===== config.mk =====
export PLATFORM = sky130hd
export DESIGN_NAME = compare_unit
export DESIGN_NICKNAME = d
export VERILOG_FILES = /design/src/rtl/compare_unit.sv
export SDC_FILE = /design/constraint.sdc
export NUM_CORES = 1
export LEC_CHECK = 0
export CORE_ASPECT_RATIO = 0.75
export CORE_MARGIN = 4
export CORE_UTILIZATION = 54
export CTS_CLUSTER_DIAMETER = 60
export CTS_CLUSTER_SIZE = 12
export DETAILED_ROUTE_END_ITERATION = 10
export PLACE_DENSITY_LB_ADDON = 0.12
export SETUP_SLACK_MARGIN = 0.5
export SYNTH_ARGS = -nofsm -noshare
export SYNTH_HDL_FRONTEND = slang
export SYNTH_SLANG_ARGS = --single-unit

===== constraint.sdc =====
create_clock -name clk -period 7.2 [get_ports clk]
set_clock_uncertainty 0.15 [all_clocks]
set_input_delay 1.8 -clock clk [delete_from_list [all_inputs] [get_ports clk]]
set_output_delay 1.8 -clock clk [all_outputs]
set_load 0.005 [all_outputs]

===== src/rtl/compare_unit.sv =====
// Multi-cycle magnitude comparator: scans operands MSB-chunk first and exits early
// on the first differing chunk, reporting LT/LE/GT/GE under signed or unsigned mode.
module compare_unit #(
   parameter int unsigned WIDTH = 20,
   parameter int unsigned CHUNK = 4
) (
   input  logic             clk,
   input  logic             rst_n,
   input  logic             start,
   input  logic [2:0]       op,
   input  logic [WIDTH-1:0] register_A,
   input  logic [WIDTH-1:0] register_B,
   output logic             busy,
   output logic             done,
   output logic             sign_flag,
   output logic             zero_flag,
   output logic             result
);

   localparam int unsigned NChunk  = WIDTH / CHUNK;
   localparam int unsigned IdxW    = (NChunk > 1) ? $clog2(NChunk) : 1;
   localparam logic [IdxW-1:0] LastIdx = IdxW'(NChunk - 1);

   typedef enum logic [1:0] {StIdle, StScan, StDone} state_e;

   state_e           state_q, state_d;
   logic [IdxW-1:0]  idx_q, idx_d;
   logic [WIDTH-1:0] a_q, a_d, b_q, b_d;
   logic [2:0]       op_q, op_d;
   logic             sign_q, sign_d, zero_q, zero_d, res_q, res_d;

   logic [WIDTH-1:0] a_eff, b_eff, a_sh, b_sh;
   logic [CHUNK-1:0] a_chunk, b_chunk;
   int unsigned      shamt;
   logic             chunk_lt, chunk_eq, decide, accept;
   logic             dec_sign, dec_zero, dec_res;

   // Chunk selection; flipping both MSBs maps two's complement onto unsigned order.
   always_comb begin
      a_eff = a_q;
      b_eff = b_q;
      if (op_q[0] && idx_q == '0) begin
         a_eff[WIDTH-1] = ~a_q[WIDTH-1];
         b_eff[WIDTH-1] = ~b_q[WIDTH-1];
      end
      shamt    = (NChunk - 1 - 32'(idx_q)) * CHUNK;
      a_sh     = a_eff >> shamt;
      b_sh     = b_eff >> shamt;
      a_chunk  = a_sh[CHUNK-1:0];
      b_chunk  = b_sh[CHUNK-1:0];
      chunk_lt = a_chunk < b_chunk;
      chunk_eq = a_chunk == b_chunk;
      decide   = !chunk_eq || (idx_q == LastIdx);
      dec_sign = chunk_lt;
      dec_zero = chunk_eq;
      case (op_q[2:1])
         2'b00:   dec_res = dec_sign;
         2'b01:   dec_res = dec_sign | dec_zero;
         2'b10:   dec_res = ~(dec_sign | dec_zero);
         default: dec_res = ~dec_sign;
      endcase
   end

   // State register
   always_ff @(posedge clk or negedge rst_n) begin
      if (!rst_n) begin
         state_q <= StIdle;
      end else begin
         state_q <= state_d;
      end
   end

   // Next-state logic
   always_comb begin
      state_d = state_q;
      case (state_q)
         StIdle:  if (start) state_d = StScan;
         StScan:  if (decide) state_d = StDone;
         StDone:  state_d = start ? StScan : StIdle;
         default: state_d = StIdle;
      endcase
   end

   // Outputs
   always_comb begin
      busy      = (state_q == StScan);
      done      = (state_q == StDone);
      sign_flag = sign_q;
      zero_flag = zero_q;
      result    = res_q;
   end

   // Datapath next-state
   always_comb begin
      accept = start && (state_q != StScan);
      a_d    = a_q;
      b_d    = b_q;
      op_d   = op_q;
      idx_d  = idx_q;
      sign_d = sign_q;
      zero_d = zero_q;
      res_d  = res_q;
      if (accept) begin
         a_d   = register_A;
         b_d   = register_B;
         op_d  = op;
         idx_d = '0;
      end else if (state_q == StScan) begin
         if (decide) begin
            sign_d = dec_sign;
            zero_d = dec_zero;
            res_d  = dec_res;
         end else begin
            idx_d = idx_q + 1'b1;
         end
      end
   end

   always_ff @(posedge clk or negedge rst_n) begin
      if (!rst_n) begin
         a_q    <= '0;
         b_q    <= '0;
         op_q   <= '0;
         idx_q  <= '0;
         sign_q <= 1'b0;
         zero_q <= 1'b0;
         res_q  <= 1'b0;
      end else begin
         a_q    <= a_d;
         b_q    <= b_d;
         op_q   <= op_d;
         idx_q  <= idx_d;
         sign_q <= sign_d;
         zero_q <= zero_d;
         res_q  <= res_d;
      end
   end

endmodule

==> run metrics, run 1 <==
CTS clk-pin slew, worst paths 0.09 ns; Mean Syn Cell Area 13.6 um^2; total CTS buffers 5; worst min path class flip-flop to flip-flop; WHS Path Cells 2; # setup viols final 0; Slew @ Worst Pin 1.10 ns; Port Buf Inserts 50; Antenna Nets Post-Route 0; # H-tree levels 2; commonest non-fill, non-tap cell in the layout dfrtp_1; I/O pin count 51; DP Worst Slack 3.36 ns; antenna violations before repair 0; Tot GR Track Use 18.3%; Root Driver clkbuf_8; Data arrival, critical path 3.75 ns; post-CTS sizing 0; Synth area leader dfrtp_1; Max-slew headroom 26.8%; buffers plus inverters on the worst setup path 2; vias in the first global route 1654; clock sinks 51; most frequent cells in the layout 51 x dfrtp_1, 49 x clkdlybuf4s50_1, 43 x mux2_1, 12 x nor2_1, 10 x a21oi_1; maximum clock path buffer count 2; final setup margin 3.49 ns; placed cell count 278; CP max FO 13; vias 1543; Final #Nets 284; YS warnings 0; vias per cell 5.40; CP max stage cell dfrtp_1; CTS tree yes; Worst Setup Start Kind flip-flop; run status finished, final reports clean; CP Capture Type flip-flop; leakage 0.00127 uW; FF+latch count, synth 51; Seq/Total Area, Yosys 52.6%; CP dominant cell by count ha_1; max-slew violations 0; Final period util 51.5%; crit path kind flip-flop to flip-flop; setup TNS 0 ns; Iteration-0 DRC Markers 123; Die H 66.1 um; final hold viol count 0; Post-Layout Cell Count 286; max-cap violations 0; largest net degree at the start of global routing 52; Placeable Area 4200 um^2; reg-to-reg slack, setup 3.49 ns; Post-Syn Area 2430 um^2; total gr overflow 0; Area contributors post-synth dfrtp_1 53%, mux2_1 20%, mux4_2 7.4%, ha_1 4.1%, a21oi_1 2.1%; Clk Latency, worst-skew pair 0.30 ns; row count 20; syn_nets 233; Post-CTS Hold Fix Bufs 0; Starting Density 57.8%; final core utilization 72.5%; P&R area growth vs syn 25.5%; Reg-to-Reg Start idx_q[0]$_DFFE_PN0P_; R2R Path End sign_flag$_DFFE_PN0P_; Tmin final 3.71 ns; global-route wire length before repair 7890 um; crit path cell chain inv_1, ha_1, a211oi_2, a21o_1, o21ai_1, ha_1, nand4_1, o21ai_2, inv_2, mux2_4; RSZ-0062 raised after global routing no; Yosys cell types 27; drt wl/cell 16.0 um; final wirelength 4580 um; DRC viols 0; Yosys top cell area share 52.6%; ratio of cells with drive above 1 in the final layout 10.4%; CP peak stage delay 0.81 ns; Final GP Congestion 0.819; Post-DP HPWL 3400 um; worst vdd ir 203 uV; die width 85.4 um; R2R depth 10; CP required 7.24 ns; post-CTS setup buffer count 0; Hold Path End result$_DFFE_PN0P_; Hold Crit Start result$_DFFE_PN0P_; Cells after Synth 179; PD cells 344 nW/um^2; family with the most delay on the worst path compound AO/OA/AOI/OAI gates; diode count 0; Highest Clock Rate 0.270 GHz; DIE AREA 5650 um^2; Detailed Routing Iterations Pass 1 4
==> cell usage after synthesis, drive strengths merged <==
cell,count
a211oi,1
a21o,3
a21oi,10
a32oi,1
buf,6
dfrtp,51
ha,8
inv,10
mux2,44
mux4,8
nand2,5
nand2b,1
nand3,3
nand4,1
nor2,12
nor2b,1
nor3,1
o21a,2
o21ai,7
o31ai,1
xnor2,3
==> layout make-up <==
cell class / count / area, um^2
inverter: 10 / 37.5
timing repair buffer: 50 / 495
sequential: 51 / 1280
multi-input combinational: 112 / 1070
tap: 55 / 68.8
fill: 285 / 1160
clock buffer: 8 / 100
==> how the worst max path moves through the flow <==
| stage | slack [ns] | endpoint | startpoint | depth (start not counted) |
|---|---|---|---|---|
| 6_report | 3.49 | sign_flag$_DFFE_PN0P_ | idx_q[0]$_DFFE_PN0P_ | 10 |
| 5_1_grt | 3.18 | idx_q[0]$_DFFE_PN0P_ | idx_q[0]$_DFFE_PN0P_ | 11 |
| 2_1_floorplan | 4.42 | sign_flag$_DFFE_PN0P_ | idx_q[0]$_DFFE_PN0P_ | 12 |
| 3_3_place_gp | 3.46 | b_q[19]$_DFFE_PN0P_ | start | 3 |
| 4_1_cts | 3.36 | sign_flag$_DFFE_PN0P_ | idx_q[0]$_DFFE_PN0P_ | 10 |
| 3_5_place_dp | 3.36 | sign_flag$_DFFE_PN0P_ | idx_q[0]$_DFFE_PN0P_ | 10 |
==> logic make-up after synthesis <==
| kind of cell | synth area share (%) |
|---|---|
| mux | 28.0 |
| flops | 52.6 |
| compound gates | 6.39 |
| simple gates | 4.43 |
| buf+inv | 3.45 |
| fa+ha+maj | 4.12 |
| xor+xnor | 1.08 |
==> stage by stage <==
step | instance area (um^2) | total power (uW) | hold slack (ns)
after floorplan | 2430 | 753 | 0.309
after global placement | 2950 | 845 | 0.310
after detailed placement | 2950 | 883 | 0.316
after CTS | 3050 | 1060 | 0.336
after global routing | 3050 | 1130 | 0.360
final | 3050 | 1050 | 0.331
==> routing by layer <==
layer	up-vias	share of wire, %	global-route usage (%)
met5	-	0	0
met1	756	44	25.2
met3	4	6.2	5.23
li1	740	-	-
met2	43	50	29.2
met4	0	0.41	3.56
==> state kept, by name (all words and copies together), names as in the netlist <==
register   flops
result         1
sign_flag      1
b_q           20
state_q        2
zero_flag      1
op_q           3
idx_q          3
a_q           20
==> report_power, final <==
group	internal (uW)	total, uW	switching [uW]	leakage (uW)
Combinational	226	414	188	0.000618
Sequential	398	458	60.2	0.000606
Clock	87.8	177	88.8	0.0000515
==> worst register-to-register path, delay by kind of cell, from the launching register on <==
kind,cells,cell delay (ns)
simple gates,1,0.25
buf+inv,2,0.22
fa+ha+maj,2,0.86
flops,1,0.81
mux,1,0.30
compound gates,4,1.01
Power figures use the tool's default switching activity.
==> run 2, diff against run 1 <==
--- a/config.mk
+++ b/config.mk
@@ -7,7 +7,7 @@
 export LEC_CHECK = 0
 export CORE_ASPECT_RATIO = 0.75
 export CORE_MARGIN = 4
-export CORE_UTILIZATION = 54
+export CORE_UTILIZATION = 46
 export CTS_CLUSTER_DIAMETER = 60
 export CTS_CLUSTER_SIZE = 12
 export DETAILED_ROUTE_END_ITERATION = 10
==> constraint.sdc (replaced) <==
create_clock -name clk -period 3 [get_ports clk]
set_clock_uncertainty 0.15 [all_clocks]
set_input_delay 0.75 -clock clk [delete_from_list [all_inputs] [get_ports clk]]
set_output_delay 0.75 -clock clk [all_outputs]
set_load 0.005 [all_outputs]
==> run metrics, run 2 (synthesis results as in run 1) <==
run status finished, final reports clean; die width 91.9 um (+7.6%); leakage 0.00137 uW (+7.5%); global-route wire length before repair 8390 um (+6.3%); Hold Path End b_q[2]$_DFFE_PN0P_; R2R depth 12 (+2); Top Registers a_q: 20 flops, b_q: 20 flops; largest net degree at the start of global routing 52 (unchanged); Placeable Area 5010 um^2 (+19%); vias 1609 (+4.3%); total power 2590 uW (+150%); Hold Crit Start b_q[2]$_DFFE_PN0P_; antenna violations before repair 0 (unchanged); DRC viols 0 (unchanged); max-cap violations 0 (unchanged); R2R Path End sign_flag$_DFFE_PN0P_; Final #Nets 304 (+7.0%); worst vdd ir 327 uV (+61%); ratio of cells with drive above 1 in the final layout 21.3% (+11 points); Antenna Nets Post-Route 0 (unchanged); Max-slew headroom 58.1% (+31 points); Worst Setup Start Kind flip-flop; most frequent cells in the layout 51 x dfrtp_1, 49 x clkdlybuf4s50_1, 43 x mux2_1, 18 x buf_4, 10 x nor2_1; Root Driver clkbuf_8; hold slack 0.342 ns (+0.0110 ns); max-slew violations 0 (unchanged); PD cells 791 nW/um^2 (+130%); cell internal pwr 1750 uW (+150%); diode count 0 (unchanged); total gr overflow 0 (unchanged); CP max FO 8 (-5); Reg-to-Reg Start idx_q[0]$_DFFE_PN0P_; Tmin final 2.72 ns (-0.983 ns); Detailed Routing Iterations Pass 1 4 (unchanged); combinational share of power 43.7% (+4.2 points); Final GP Congestion 0.856 (+4.4%); Post-Layout Cell Count 321 (+12%); clock sinks 51 (unchanged); CP Capture Type flip-flop; register share of total power 42.8% (-0.9 points); Slew @ Worst Pin 0.629 ns (-0.469 ns); vias in the first global route 1720 (+4.0%); Iteration-0 DRC Markers 53 (-57%); placed cell count 300 (+7.9%); Psw 840 uW (+150%); worst min path class flip-flop to flip-flop; drt wl/cell 15.5 um (-3.5%); I/O pin count 51 (unchanged); Highest Clock Rate 0.367 GHz (+36%); Tot GR Track Use 16.1% (-2.2 points); final hold viol count 0 (unchanged); CTS tree yes; power share of the clock group 13.5% (-3.3 points); # setup viols final 0 (unchanged); Net Sw Frac 32.5% (+0.34 points); commonest non-fill, non-tap cell in the layout dfrtp_1; CTS clk-pin slew, worst paths 0.09 ns (about the same); Die H 70.9 um (+7.3%); Fill cells 381 (+34%); Final period util 90.8% (+39 points); RSZ-0062 raised after global routing yes; row count 22 (+10%); # H-tree levels 2 (unchanged); DIE AREA 6520 um^2 (+15%); crit path kind flip-flop to flip-flop; Clk Latency, worst-skew pair 0.29 ns (about the same); Post-DP HPWL 3650 um (+7.6%); maximum clock path buffer count 2 (unchanged); setup TNS 0 ns (unchanged); total CTS buffers 5 (unchanged); vias per cell 5.01 (-7.1%); P&R area growth vs syn 34.6%; CP required 3.03 ns (-4.21 ns); WHS Path Cells 1 (-1); Port Buf Inserts 50 (unchanged); reg-to-reg slack, setup 0.28 ns (-3.22 ns); Starting Density 48.5% (-9.3 points); Data arrival, critical path 2.76 ns (-0.99 ns); final wirelength 4960 um (+8.3%)
run 2: changes by cell type in the layout (fill, tap and decap cells not counted), sizes merged:
| cell | previous run | this run |
|---|---|---|
| buf | 1 | 21 |
| clkbuf | 8 | 6 |
run 2: final cells by class:
cell class / count / area (um^2) / area share (%)
tap: 72 / 90.1 / 2.76
sequential: 51 / 1280 / 39.0
timing repair buffer: 70 / 653 / 20.0
clock buffer: 6 / 72.6 / 2.22
multi-input combinational: 112 / 1130 / 34.6
inverter: 10 / 45.0 / 1.38
run 2: timing repair:
item	CTS	global route
pin swaps	11	8
setup buffers	10	5
hold buffers	0	0
endpoints found under the setup margin	8	8
gates resized for setup	11	5
run 2: worst max-delay path by stage:
| stage | slack [ns] | from | to |
|---|---|---|---|
| after floorplan | 0.31 | idx_q[0]$_DFFE_PN0P_ | sign_flag$_DFFE_PN0P_ |
| after global placement | 0.13 | idx_q[0]$_DFFE_PN0P_ | sign_flag$_DFFE_PN0P_ |
| after detailed placement | 0.02 | idx_q[0]$_DFFE_PN0P_ | sign_flag$_DFFE_PN0P_ |
| after CTS | 0.31 | idx_q[0]$_DFFE_PN0P_ | sign_flag$_DFFE_PN0P_ |
| after global routing | 0.15 | idx_q[0]$_DFFE_PN0P_ | sign_flag$_DFFE_PN0P_ |
| final | 0.28 | idx_q[0]$_DFFE_PN0P_ | sign_flag$_DFFE_PN0P_ |
run 2: power by group through the flow:
stage	Combinational [uW]	Clock (uW)	Sequential [uW]
floorplan	751	0	1060
global placement	960	0	1110
detailed placement	1010	0	1120
CTS	1090	362	1110
global route	1230	395	1140
finish	1130	350	1110
run 2: per-stage QoR:
step / cell area (um^2) / setup WS, ns / util, %
2_1_floorplan: 2450 / 0.308 / -
5_1_grt: 3270 / 0.155 / 65.3
3_5_place_dp: 3020 / 0.0193 / 60.3
6_report: 3270 / 0.276 / 65.3
4_1_cts: 3210 / 0.308 / 64.2
3_3_place_gp: 3020 / 0.130 / 60.3
run 2: layer usage:
metal	track usage (%)	vias up	wire length [um]
met4	2.47	0	27
met3	4.89	4	243
met5	0	-	0
li1	-	775	-
met1	22.3	798	2260
met2	25.7	32	2430
run 2: worst max-delay path: stages, from the launching register on:
cell and delay (ns):
dfrtp_1 0.39, inv_2 0.07, ha_4 0.17, ha_4 0.29, inv_8 0.04, nor2_4 0.20, a21o_1 0.10, o21ai_1 0.06
ha_1 0.32, nand4_1 0.24, o21ai_2 0.23, inv_2 0.06, mux2_4 0.29
==> run 3, diff against run 2 <==
--- a/config.mk
+++ b/config.mk
@@ -11,6 +11,7 @@
 export CTS_CLUSTER_DIAMETER = 60
 export CTS_CLUSTER_SIZE = 12
 export DETAILED_ROUTE_END_ITERATION = 10
+export GPL_ROUTABILITY_DRIVEN = 0
 export PLACE_DENSITY_LB_ADDON = 0.12
 export SETUP_SLACK_MARGIN = 0.5
 export SYNTH_ARGS = -nofsm -noshare
==> results of run 3 <==
No change in the layout: final DEF, timing and power equal those of run 2.
